File: src/rtl/clock_pkg.sv
// ============================================================================
// clock_pkg : shared mode encoding, digit indices and BCD limits for the
//             HH:MM clock time-set path.
// Rev 1.0   : initial release
// ============================================================================
`default_nettype none

package clock_pkg;

    localparam logic [1:0] MODE_RUN     = 2'd0;
    localparam logic [1:0] MODE_SET_HRS = 2'd1;
    localparam logic [1:0] MODE_SET_MIN = 2'd2;

    typedef enum logic [1:0] {
        ST_RUN     = MODE_RUN,
        ST_SET_HRS = MODE_SET_HRS,
        ST_SET_MIN = MODE_SET_MIN
    } mode_e;

    localparam int DIG_HRS_TENS  = 3;
    localparam int DIG_HRS_UNITS = 2;
    localparam int DIG_MIN_TENS  = 1;
    localparam int DIG_MIN_UNITS = 0;

    localparam int HRS_MAX = 23;
    localparam int MIN_MAX = 59;

    // True when both digits are decimal and the two-digit value fits the limit.
    function automatic logic bcd2_valid(input logic [3:0] tens,
                                        input logic [3:0] units,
                                        input int         max_val);
        return (tens <= 4'd9) && (units <= 4'd9) &&
               ((int'(tens) * 10 + int'(units)) <= max_val);
    endfunction

endpackage

`default_nettype wire

File: src/rtl/bcd2_inc.sv
// ============================================================================
// bcd2_inc : two-digit BCD incrementer; wraps to 00 when the input equals the
//            supplied maximum value.
// Rev 1.0  : initial release
// ============================================================================
`default_nettype none

module bcd2_inc (
    input  logic [3:0] tens_i,
    input  logic [3:0] units_i,
    input  logic [3:0] max_tens_i,
    input  logic [3:0] max_units_i,
    output logic [3:0] tens_o,
    output logic [3:0] units_o
);

    always_comb begin
        tens_o  = tens_i;
        units_o = units_i + 4'd1;
        if ((tens_i == max_tens_i) && (units_i == max_units_i)) begin
            tens_o  = 4'd0;
            units_o = 4'd0;
        end else if (units_i >= 4'd9) begin
            tens_o  = tens_i + 4'd1;
            units_o = 4'd0;
        end
    end

endmodule

`default_nettype wire

File: src/rtl/clock_set_ctrl.sv
// ============================================================================
// clock_set_ctrl : RUN/SET_HRS/SET_MIN time-set controller with shadow time,
//                  commit strobe and digit blink. Option: CLK_SET_TIMEOUT_EN.
// Rev 1.0        : initial release
// ============================================================================
`default_nettype none

module clock_set_ctrl
    import clock_pkg::*;
#(
    parameter int BLINK_CYCLES   = 50_000_000,
    parameter int TIMEOUT_HALVES = 20
) (
    input  logic       Clk_100M,
    input  logic       Reset_n,
    input  logic       Mode_Pulse,
    input  logic       Inc_Pulse,
    input  logic [3:0] Hours_Tens_In,
    input  logic [3:0] Hours_Units_In,
    input  logic [3:0] Minutes_Tens_In,
    input  logic [3:0] Minutes_Units_In,
    output logic [3:0] Hours_Tens_Out,
    output logic [3:0] Hours_Units_Out,
    output logic [3:0] Minutes_Tens_Out,
    output logic [3:0] Minutes_Units_Out,
    output logic       Load_Time,
    output logic       Clear_Seconds,
    output logic       Count_En,
    output logic [3:0] Digit_Blank,
    output logic [1:0] Mode
);

    localparam int PRESC_W = (BLINK_CYCLES > 1) ? $clog2(BLINK_CYCLES) : 1;
    localparam logic [PRESC_W-1:0] PRESC_LAST = PRESC_W'(BLINK_CYCLES - 1);

    if ((BLINK_CYCLES < 1) || (TIMEOUT_HALVES < 1)) begin : g_param_check
        $error("clock_set_ctrl: BLINK_CYCLES and TIMEOUT_HALVES must be >= 1");
    end

    mode_e              state_q, state_d;
    logic [PRESC_W-1:0] presc_q, presc_d;
    logic               phase_q, phase_d;
    logic [3:0]         ht_q, ht_d, hu_q, hu_d, mt_q, mt_d, mu_q, mu_d;
    logic               load_q, load_d;
    logic               count_en_q, count_en_d;
    logic [3:0]         blank_q, blank_d;

    logic [3:0] hrs_inc_t, hrs_inc_u, min_inc_t, min_inc_u;
    logic       in_set, wrap, timeout;

    bcd2_inc u_hrs_inc (
        .tens_i      (ht_q),
        .units_i     (hu_q),
        .max_tens_i  (4'(HRS_MAX / 10)),
        .max_units_i (4'(HRS_MAX % 10)),
        .tens_o      (hrs_inc_t),
        .units_o     (hrs_inc_u)
    );

    bcd2_inc u_min_inc (
        .tens_i      (mt_q),
        .units_i     (mu_q),
        .max_tens_i  (4'(MIN_MAX / 10)),
        .max_units_i (4'(MIN_MAX % 10)),
        .tens_o      (min_inc_t),
        .units_o     (min_inc_u)
    );

    assign in_set = (state_q == ST_SET_HRS) || (state_q == ST_SET_MIN);
    assign wrap   = in_set && (presc_q == PRESC_LAST);

`ifdef CLK_SET_TIMEOUT_EN
    localparam int IDLE_W = $clog2(TIMEOUT_HALVES + 1);
    logic [IDLE_W-1:0] idle_q, idle_d;

    // Any button activity counts as "not idle", so it also suppresses the timeout.
    assign timeout = wrap && !Mode_Pulse && !Inc_Pulse &&
                     (idle_q == IDLE_W'(TIMEOUT_HALVES - 1));

    always_comb begin
        idle_d = idle_q;
        if (!in_set || Mode_Pulse || Inc_Pulse) begin
            idle_d = '0;
        end else if (wrap) begin
            idle_d = idle_q + 1'b1;
        end
    end

    always_ff @(posedge Clk_100M or negedge Reset_n) begin
        if (!Reset_n) begin
            idle_q <= '0;
        end else begin
            idle_q <= idle_d;
        end
    end
`else
    assign timeout = 1'b0;
`endif

    always_comb begin
        state_d = state_q;
        load_d  = 1'b0;
        ht_d    = ht_q;
        hu_d    = hu_q;
        mt_d    = mt_q;
        mu_d    = mu_q;
        case (state_q)
            ST_RUN: begin
                if (Mode_Pulse) begin
                    state_d = ST_SET_HRS;
                    if (bcd2_valid(Hours_Tens_In, Hours_Units_In, HRS_MAX)) begin
                        ht_d = Hours_Tens_In;
                        hu_d = Hours_Units_In;
                    end else begin
                        ht_d = 4'd0;
                        hu_d = 4'd0;
                    end
                    if (bcd2_valid(Minutes_Tens_In, Minutes_Units_In, MIN_MAX)) begin
                        mt_d = Minutes_Tens_In;
                        mu_d = Minutes_Units_In;
                    end else begin
                        mt_d = 4'd0;
                        mu_d = 4'd0;
                    end
                end
            end
            ST_SET_HRS: begin
                if (Mode_Pulse) begin
                    state_d = ST_SET_MIN;
                end else if (timeout) begin
                    state_d = ST_RUN;
                    load_d  = 1'b1;
                end else if (Inc_Pulse) begin
                    ht_d = hrs_inc_t;
                    hu_d = hrs_inc_u;
                end
            end
            ST_SET_MIN: begin
                if (Mode_Pulse || timeout) begin
                    state_d = ST_RUN;
                    load_d  = 1'b1;
                end else if (Inc_Pulse) begin
                    mt_d = min_inc_t;
                    mu_d = min_inc_u;
                end
            end
            default: state_d = ST_RUN;
        endcase
    end

    // Restart the blink on every edit or mode change so the digits show at once.
    always_comb begin
        presc_d = presc_q + 1'b1;
        phase_d = phase_q;
        if (!in_set || (state_d != state_q) || Inc_Pulse) begin
            presc_d = '0;
            phase_d = 1'b0;
        end else if (wrap) begin
            presc_d = '0;
            phase_d = ~phase_q;
        end
    end

    always_comb begin
        count_en_d = (state_d == ST_RUN);
        blank_d    = 4'b0000;
        case (state_d)
            ST_SET_HRS: begin
                blank_d[DIG_HRS_TENS]  = phase_d;
                blank_d[DIG_HRS_UNITS] = phase_d;
            end
            ST_SET_MIN: begin
                blank_d[DIG_MIN_TENS]  = phase_d;
                blank_d[DIG_MIN_UNITS] = phase_d;
            end
            default: blank_d = 4'b0000;
        endcase
    end

    always_ff @(posedge Clk_100M or negedge Reset_n) begin
        if (!Reset_n) begin
            state_q    <= ST_RUN;
            presc_q    <= '0;
            phase_q    <= 1'b0;
            ht_q       <= 4'd0;
            hu_q       <= 4'd0;
            mt_q       <= 4'd0;
            mu_q       <= 4'd0;
            load_q     <= 1'b0;
            count_en_q <= 1'b1;
            blank_q    <= 4'b0000;
        end else begin
            state_q    <= state_d;
            presc_q    <= presc_d;
            phase_q    <= phase_d;
            ht_q       <= ht_d;
            hu_q       <= hu_d;
            mt_q       <= mt_d;
            mu_q       <= mu_d;
            load_q     <= load_d;
            count_en_q <= count_en_d;
            blank_q    <= blank_d;
        end
    end

    assign Mode              = state_q;
    assign Count_En          = count_en_q;
    assign Load_Time         = load_q;
    assign Clear_Seconds     = load_q;
    assign Digit_Blank       = blank_q;
    assign Hours_Tens_Out    = ht_q;
    assign Hours_Units_Out   = hu_q;
    assign Minutes_Tens_Out  = mt_q;
    assign Minutes_Units_Out = mu_q;

endmodule

`default_nettype wire
File: config.mk
export PLATFORM = sky130hd
export DESIGN_NAME = clock_set_ctrl
export DESIGN_NICKNAME = d
export VERILOG_FILES = /design/src/rtl/clock_pkg.sv /design/src/rtl/bcd2_inc.sv /design/src/rtl/clock_set_ctrl.sv
export SDC_FILE = /design/constraint.sdc
export NUM_CORES = 1
export LEC_CHECK = 0
export CAP_MARGIN = 30
export CORE_UTILIZATION = 69
export DETAILED_ROUTE_END_ITERATION = 6
export DONT_BUFFER_PORTS = 1
export PLACE_DENSITY = 0.87
export SLEW_MARGIN = 20
export SYNTH_ARGS = -nofsm -noshare
export SYNTH_HDL_FRONTEND = slang
export SYNTH_HIERARCHICAL = 1
export SYNTH_SLANG_ARGS = --single-unit
File: constraint.sdc
create_clock -name Clk_100M -period 6.3 [get_ports Clk_100M]
set_clock_uncertainty 0.1 [all_clocks]
set_input_delay 1.26 -clock Clk_100M [delete_from_list [all_inputs] [get_ports Clk_100M]]
set_output_delay 1.26 -clock Clk_100M [all_outputs]
set_load 0.005 [all_outputs]
==> results.sh, run 1 <==
export IMPL_cts_sinks=49
export IMPL_synth_compound_area_frac=0.131
export IMPL_synthMostInstantiatedCell="nor2_1"
export IMPL_port_buffer_count=0
export IMPL_num_nets_final=464
export IMPL_layout_drive_gt1_share=0.0797
export IMPL_critical_path_endpoint_type="flip-flop"
export IMPL_worst_skew_pair_late_latency_ns=0.31
export IMPL_yosys_area_top_type="dfrtp_1"
export IMPL_yosys_area_top_type_share=0.323
export IMPL_track_usage=0.285
export IMPL_timing_max_transition_violations_final=0
export IMPL_clk_path_buf_depth=2
export IMPL_coreArea_um2=5140
export IMPL_top_level_ports=45
export IMPL_worst_ep_required_time_ns=6.42
export IMPL_routed_via_density=6.00
export IMPL_synth_cell_area_um2=3710
export IMPL_yosys_area_share_simple=0.254
export IMPL_worstMarginPinSlew_ns=0.904
export IMPL_max_cap_viol_count=0
export IMPL_place_hpwl_um=5440
export IMPL_number_of_global_route_vias_before_repair=2772
export IMPL_fill_cells=399
export IMPL_postSynth_asyncResetShare=1.00
export IMPL_cts_inserted_buffers=5
export IMPL_initial_core_util=0.722
export IMPL_path_clk_slew_ns=0.10
export IMPL_critPathArrivalTime_ns=3.88
export IMPL_die_y_um=75.4
export IMPL_route_detailed_wl_per_inst_um=15.7
export IMPL_grt_first_pass_wirelength_um=12200
export IMPL_htree_levels=2
export IMPL_relSlewSlack=0.398
export IMPL_power_static_leakage_nw=1.61
export IMPL_dominant_combinational_cell_family_by_area_after_synthesis="simple AND/OR/NAND/NOR gates"
export IMPL_cts_resized=0
export IMPL_drt_initial_drc_count=169
export IMPL_xor_xnor_share_of_the_synthesized_area=0.108
export IMPL_setup_viol_count_final=0
export IMPL_min_delay_path_class="flip-flop to flip-flop"
export IMPL_post_synth_inst_count=405
export IMPL_synth_yosys_seq_area_share=0.331
export IMPL_grt_setup_unrepaired="no"
export IMPL_synth_fa_ha_area_frac=0.113
export IMPL_timing_limited_maximum_frequency_mhz=266
export IMPL_synth_top_flop_cell="dfrtp_1"
export IMPL_outcome="finished clean"
export IMPL_p_per_area_nw_per_um2=341
export IMPL_ranking_of_synthesized_cells_by_area="dfrtp_1 (32%), ha_1 (9.1%), xor2_1 (7.1%), nor2_1 (5.2%), nand2_1 (3.9%)"
export IMPL_total_negative_slack_ns=0
export IMPL_globalplace_congestion=0.943
export IMPL_drc=0
export IMPL_ctsRootBufferMaster="clkbuf_8"
export IMPL_areaGrowthSynthToFinish_pct=4.14
export IMPL_drt_pass1_iter_count=5
export IMPL_die_width_um=75.4
export IMPL_place_inst=476
export IMPL_ir_worst_vdd_mv=0.213
export IMPL_floorplan_rows=26
export IMPL_synth_warning_count=6
export IMPL_wl_um=7610
export IMPL_ctsHoldBuffers=0
export IMPL_mean_instance_size_in_the_synthesized_netlist_um2=9.17
export IMPL_antenna_left=0
export IMPL_synth_edf_count=0
export IMPL_fp_dieArea_um2=5680
export IMPL_cts_post_setup_buffers_inserted=0
export IMPL_antenna_found_initial=0
export IMPL_maximum_number_of_pins_on_one_net_before_global_route_repair=50
export IMPL_post_synth_most_frequent_cells="nor2_1 (51), dfrtp_1 (48), nand2_1 (39), xor2_1 (30), o21ai_0 (28)"
export IMPL_critical_path_startpoint_type="primary input"
export IMPL_synth_ff_latch_count=49
export IMPL_max_fanout_on_critical_path=8
export IMPL_post_route_clock_period_utilization=0.596
export IMPL_yosys_mux_area_fraction=0.00640
export IMPL_overflow=0
export IMPL_dr_total_vias=2905
export IMPL_final_hold_violation_count=0
export IMPL_insertedDiodeCount=0
export IMPL_timing_final_crit_period_ns=3.76
export IMPL_cts_tree="built"
export IMPL_final_cell_count_no_fill=484
export IMPL_utilization=0.752
export IMPL_synth_lib_cells_used_distinct=57
export IMPL_setup_worst_path_class="primary input to flip-flop"
-- layout by cell type, fill, tap and decap left out, types with 2 or more instances in the layout --
cell and n:
o21ai_0 28, nor2_1 51, nor4_4 5, xnor2_1 16
nor4b_1 3, nand2_1 39, nand3_1 10, o2111ai_1 2
and3_1 6, a31oi_1 10, conb_1 16, a22oi_1 6
nor3_2 3, nor3b_2 2, a211oi_1 4, a22oi_2 2
a21oi_1 9, or3_1 6, inv_1 26, a21o_1 2
dfrtp_1 48, fa_1 4, o21a_1 2, clkbuf_8 5
xor2_1 30, nand4_1 19, ha_1 27, and4b_2 2
nand3b_1 2
-- cells by family (layout without fill, tap and decap cells) --
logic type                 Yosys count  in the layout
other                                2             16
buffers and inverters               40             35
adders and majority gates           31             31
AOI/OAI and AO/OA                   73             73
xor gates and xnor gates            46             46
and+or+nand+nor                    162            162
muxes                                2              2
DFF                                 49             49
-- final timing paths --
path / startpoint / to / slack, ns / cells past startpoint
worst min register to register: presc_q[0] / presc_q[0] / 0.39 / 1
max in group asynchronous: Reset_n / Count_En / 5.40 / 0
worst min-delay path: presc_q[0] / presc_q[0] / 0.39 / 1
worst max register to register: Mode[0] / presc_q[7] / 3.20 / 7
worst max-delay path: Minutes_Tens_In[1] / Minutes_Units_Out[0] / 2.54 / 9
min in group asynchronous: Reset_n / presc_q[19] / 0.53 / 0
-- sequential cells by signal, summed over array words and instances, names as in the netlist --
name / flops
Digit_Blank: 2
phase_q: 1
Count_En: 1
Hours_Tens_Out: 4
Minutes_Tens_Out: 4
Mode: 2
Hours_Units_Out: 4
Clear_Seconds: 1
presc_q: 26
Minutes_Units_Out: 4
-- metal layers --
metal,wire (µm),part of all wire,vias up,global-route usage
met5,0,0,-,0
met2,3790,0.50,85,0.498
li1,-,-,1419,-
met4,123,0.016,0,0.0947
met1,3230,0.42,1389,0.348
met3,465,0.061,12,0.0661
-- layout make-up --
cell class | count | area (µm²) | share of cell area
repair buffers | 1 | 7.51 | 0.00194
inverters | 26 | 97.6 | 0.0252
flip-flops and latches | 49 | 1230 | 0.317
clock buffers | 5 | 68.8 | 0.0178
multi-input cells | 330 | 2330 | 0.604
clock inverters | 3 | 43.8 | 0.0113
well taps | 70 | 87.6 | 0.0226
-- stage by stage --
step	power, mW	instance area (µm²)	hold WS (ns)	setup slack (ns)
after global placement	1.04	3750	0.374	2.60
after global routing	1.43	3870	0.438	2.46
after floorplan	0.977	3770	0.350	2.70
after CTS	1.32	3870	0.394	2.64
after detailed placement	1.08	3750	0.381	2.37
final	1.32	3870	0.394	2.54
-- worst max-delay path, cell delays in order --
cell and delay, ns:
ha_1 0.27, ha_1 0.21, inv_1 0.07, fa_1 0.44, nor4b_1 0.51, nand4_1 0.26
a221oi_4 0.46, nand4_1 0.18, a31oi_1 0.23
-- report_power, final --
part | total (mW) | switching [mW] | internal, mW | leakage, nW
sequential | 0.517 | 0.132 | 0.384 | 0.643
clock | 0.231 | 0.112 | 0.119 | 0.0585
combinational | 0.571 | 0.341 | 0.230 | 0.910
Power figures use the tool's default switching activity.
==> run 2, diff against run 1 <==
--- a/config.mk
+++ b/config.mk
@@ -6,10 +6,10 @@
 export NUM_CORES = 1
 export LEC_CHECK = 0
 export CAP_MARGIN = 30
-export CORE_UTILIZATION = 69
+export CORE_UTILIZATION = 64
 export DETAILED_ROUTE_END_ITERATION = 6
 export DONT_BUFFER_PORTS = 1
-export PLACE_DENSITY = 0.87
+export PLACE_DENSITY = 0.82
 export SLEW_MARGIN = 20
 export SYNTH_ARGS = -nofsm -noshare
 export SYNTH_HDL_FRONTEND = slang
==> constraint.sdc (replaced) <==
create_clock -name Clk_100M -period 3.9 [get_ports Clk_100M]
set_clock_uncertainty 0.1 [all_clocks]
set_input_delay 0.78 -clock Clk_100M [delete_from_list [all_inputs] [get_ports Clk_100M]]
set_output_delay 0.78 -clock Clk_100M [all_outputs]
set_load 0.005 [all_outputs]
==> run 2 against run 1 <==
Effect of this change:
- non-clock buffer count rose by 2
- wire length fell by 4.3%
- sequential cell count did not move
- core utilization fell by 5.5 points
- critical path depth did not move
- sequential power rose by 62%
- cell area fell by 0.13%
- worst hold slack got worse by 0.32 ns
- critical endpoint is now Minutes_Tens_Out[0]
- highest routed layer unchanged
- power rose by 56%
- first-iteration DRC count rose by 30%
- global-route usage fell by 3.2 points
- setup slack got worse by 1.8 ns
==> results.sh, run 2 (synthesis results as in run 1) <==
export IMPL_total_negative_slack_ns=0
export IMPL_worst_skew_pair_late_latency_ns=0.29
export IMPL_drt_initial_drc_count=219
export IMPL_final_hold_violation_count=0
export IMPL_route_detailed_wl_per_inst_um=14.9
export IMPL_whs_ns=0.0691
export IMPL_track_usage=0.252
export IMPL_cts_inserted_buffers=5
export IMPL_timing_max_transition_violations_final=0
export IMPL_critical_path_startpoint_type="primary input"
export IMPL_dr_total_vias=2934
export IMPL_timing_limited_maximum_frequency_mhz=315
export IMPL_cts_resized=0
export IMPL_globalplace_congestion=0.917
export IMPL_layout_drive_gt1_share=0.0841
export IMPL_insertedDiodeCount=0
export IMPL_die_width_um=78.2
export IMPL_wl_um=7280
export IMPL_place_hpwl_um=5490
export IMPL_worstMarginPinSlew_ns=0.804
export IMPL_max_fanout_on_critical_path=8
export IMPL_htree_levels=2
export IMPL_regMostFlops="presc_q"
export IMPL_dpl_worst_slack_ns=0.475
export IMPL_drc=0
export IMPL_reg2reg_depth=8
export IMPL_critical_path_endpoint_type="flip-flop"
export IMPL_outcome="finished clean"
export IMPL_maximum_number_of_pins_on_one_net_before_global_route_repair=50
export IMPL_setup_viol_count_final=0
export IMPL_critPathArrivalTime_ns=3.29
export IMPL_die_y_um=78.2
export IMPL_power_static_leakage_nw=1.61
export IMPL_fp_dieArea_um2=6110
export IMPL_antenna_left=0
export IMPL_rrSetupSlack_ns=1.30
export IMPL_p_total_mw=2.06
export IMPL_most_common_layout_cells="nor2_1 (51), dfrtp_1 (48), nand2_1 (39), xor2_1 (30), o21ai_0 (28)"
export IMPL_path_clk_slew_ns=0.09
export IMPL_post_route_clock_period_utilization=0.814
export IMPL_clk_path_buf_depth=2
export IMPL_p_per_area_nw_per_um2=533
export IMPL_worst_ep_required_time_ns=4.02
export IMPL_register_area_um2=1230
export IMPL_cts_sinks=49
export IMPL_grt_setup_unrepaired="no"
export IMPL_relSlewSlack=0.460
export IMPL_top_level_ports=45
export IMPL_fill_cells=454
export IMPL_cts_post_setup_buffers_inserted=0
export IMPL_grt_first_pass_wirelength_um=12400
export IMPL_ir_worst_vdd_mv=0.352
export IMPL_num_nets_final=466
export IMPL_drt_pass1_iter_count=4
export IMPL_antenna_found_initial=0
export IMPL_multiInputGateArea_um2=2330
export IMPL_layout_cells_most_common="nor2_1"
export IMPL_final_cell_count_no_fill=488
export IMPL_floorplan_rows=27
export IMPL_max_cap_viol_count=0
export IMPL_cts_tree="built"
export IMPL_timing_final_crit_period_ns=3.17
export IMPL_ctsHoldBuffers=0
export IMPL_setup_worst_path_class="primary input to flip-flop"
export IMPL_areaGrowthSynthToFinish_pct=4.01
export IMPL_largest_register_ff_count=26
export IMPL_coreArea_um2=5540
export IMPL_number_of_global_route_vias_before_repair=2837
export IMPL_fin_ws_ns=0.725
export IMPL_routed_via_density=6.01
export IMPL_overflow=0
export IMPL_min_delay_path_class="primary input to asynchronous set/reset pin"
export IMPL_initial_core_util=0.670
export IMPL_ctsRootBufferMaster="clkbuf_8"
export IMPL_place_inst=480
export IMPL_port_buffer_count=0
-- run 2: changes by cell type in the layout (fill, tap and decap cells not counted), sizes merged --
| cell | delta |
|---|---|
| buf | +2 |
| bufinv | -1 |
| clkinvlp | +1 |
-- run 2: final cells by class --
class                   count  share of cell area
clock buffers               5              0.0178
clock inverters             3             0.00551
inverters                  26              0.0253
multi-input cells         330               0.604
flip-flops and latches     49               0.318
well taps                  72              0.0233
repair buffers              3             0.00583
-- run 2: per-stage QoR --
stage	instance area, µm²	utilization
2_1_floorplan	3770	-
3_3_place_gp	3770	0.681
3_5_place_dp	3770	0.681
4_1_cts	3860	0.697
5_1_grt	3860	0.697
6_report	3860	0.697
-- run 2: worst paths after layout --
check                                       to                from
min in group Clk_100M               presc_q[0]          presc_q[0]
max in group asynchronous             Count_En             Reset_n
setup reg to reg                    presc_q[5]             Mode[0]
hold / removal                     presc_q[20]             Reset_n
setup / recovery           Minutes_Tens_Out[0]  Minutes_Tens_In[1]
hold reg to reg                     presc_q[0]          presc_q[0]
-- run 2: routing by layer --
metal  up-vias  part of all wire  GRT usage  routed length (µm)
met1      1411              0.44      0.321                3210
li1       1427                 -          -                   -
met4         0             0.012     0.0815                  85
met2        87              0.49      0.427                3550
met3         9             0.059     0.0558                 428
met5         -                 0          0                   0
-- run 2: critical path, stage by stage --
cell and delay (ns):
ha_1 0.28, ha_1 0.21, inv_1 0.07, fa_1 0.43, nor4b_1 0.43, nand4_1 0.25, a221oi_4 0.45, nand4_1 0.17
a31oi_1 0.21
-- run 2: where the power goes --
part	internal, mW	switching (mW)	total [mW]
clock	0.127	0.168	0.295
sequential	0.621	0.215	0.836
combinational	0.382	0.545	0.926
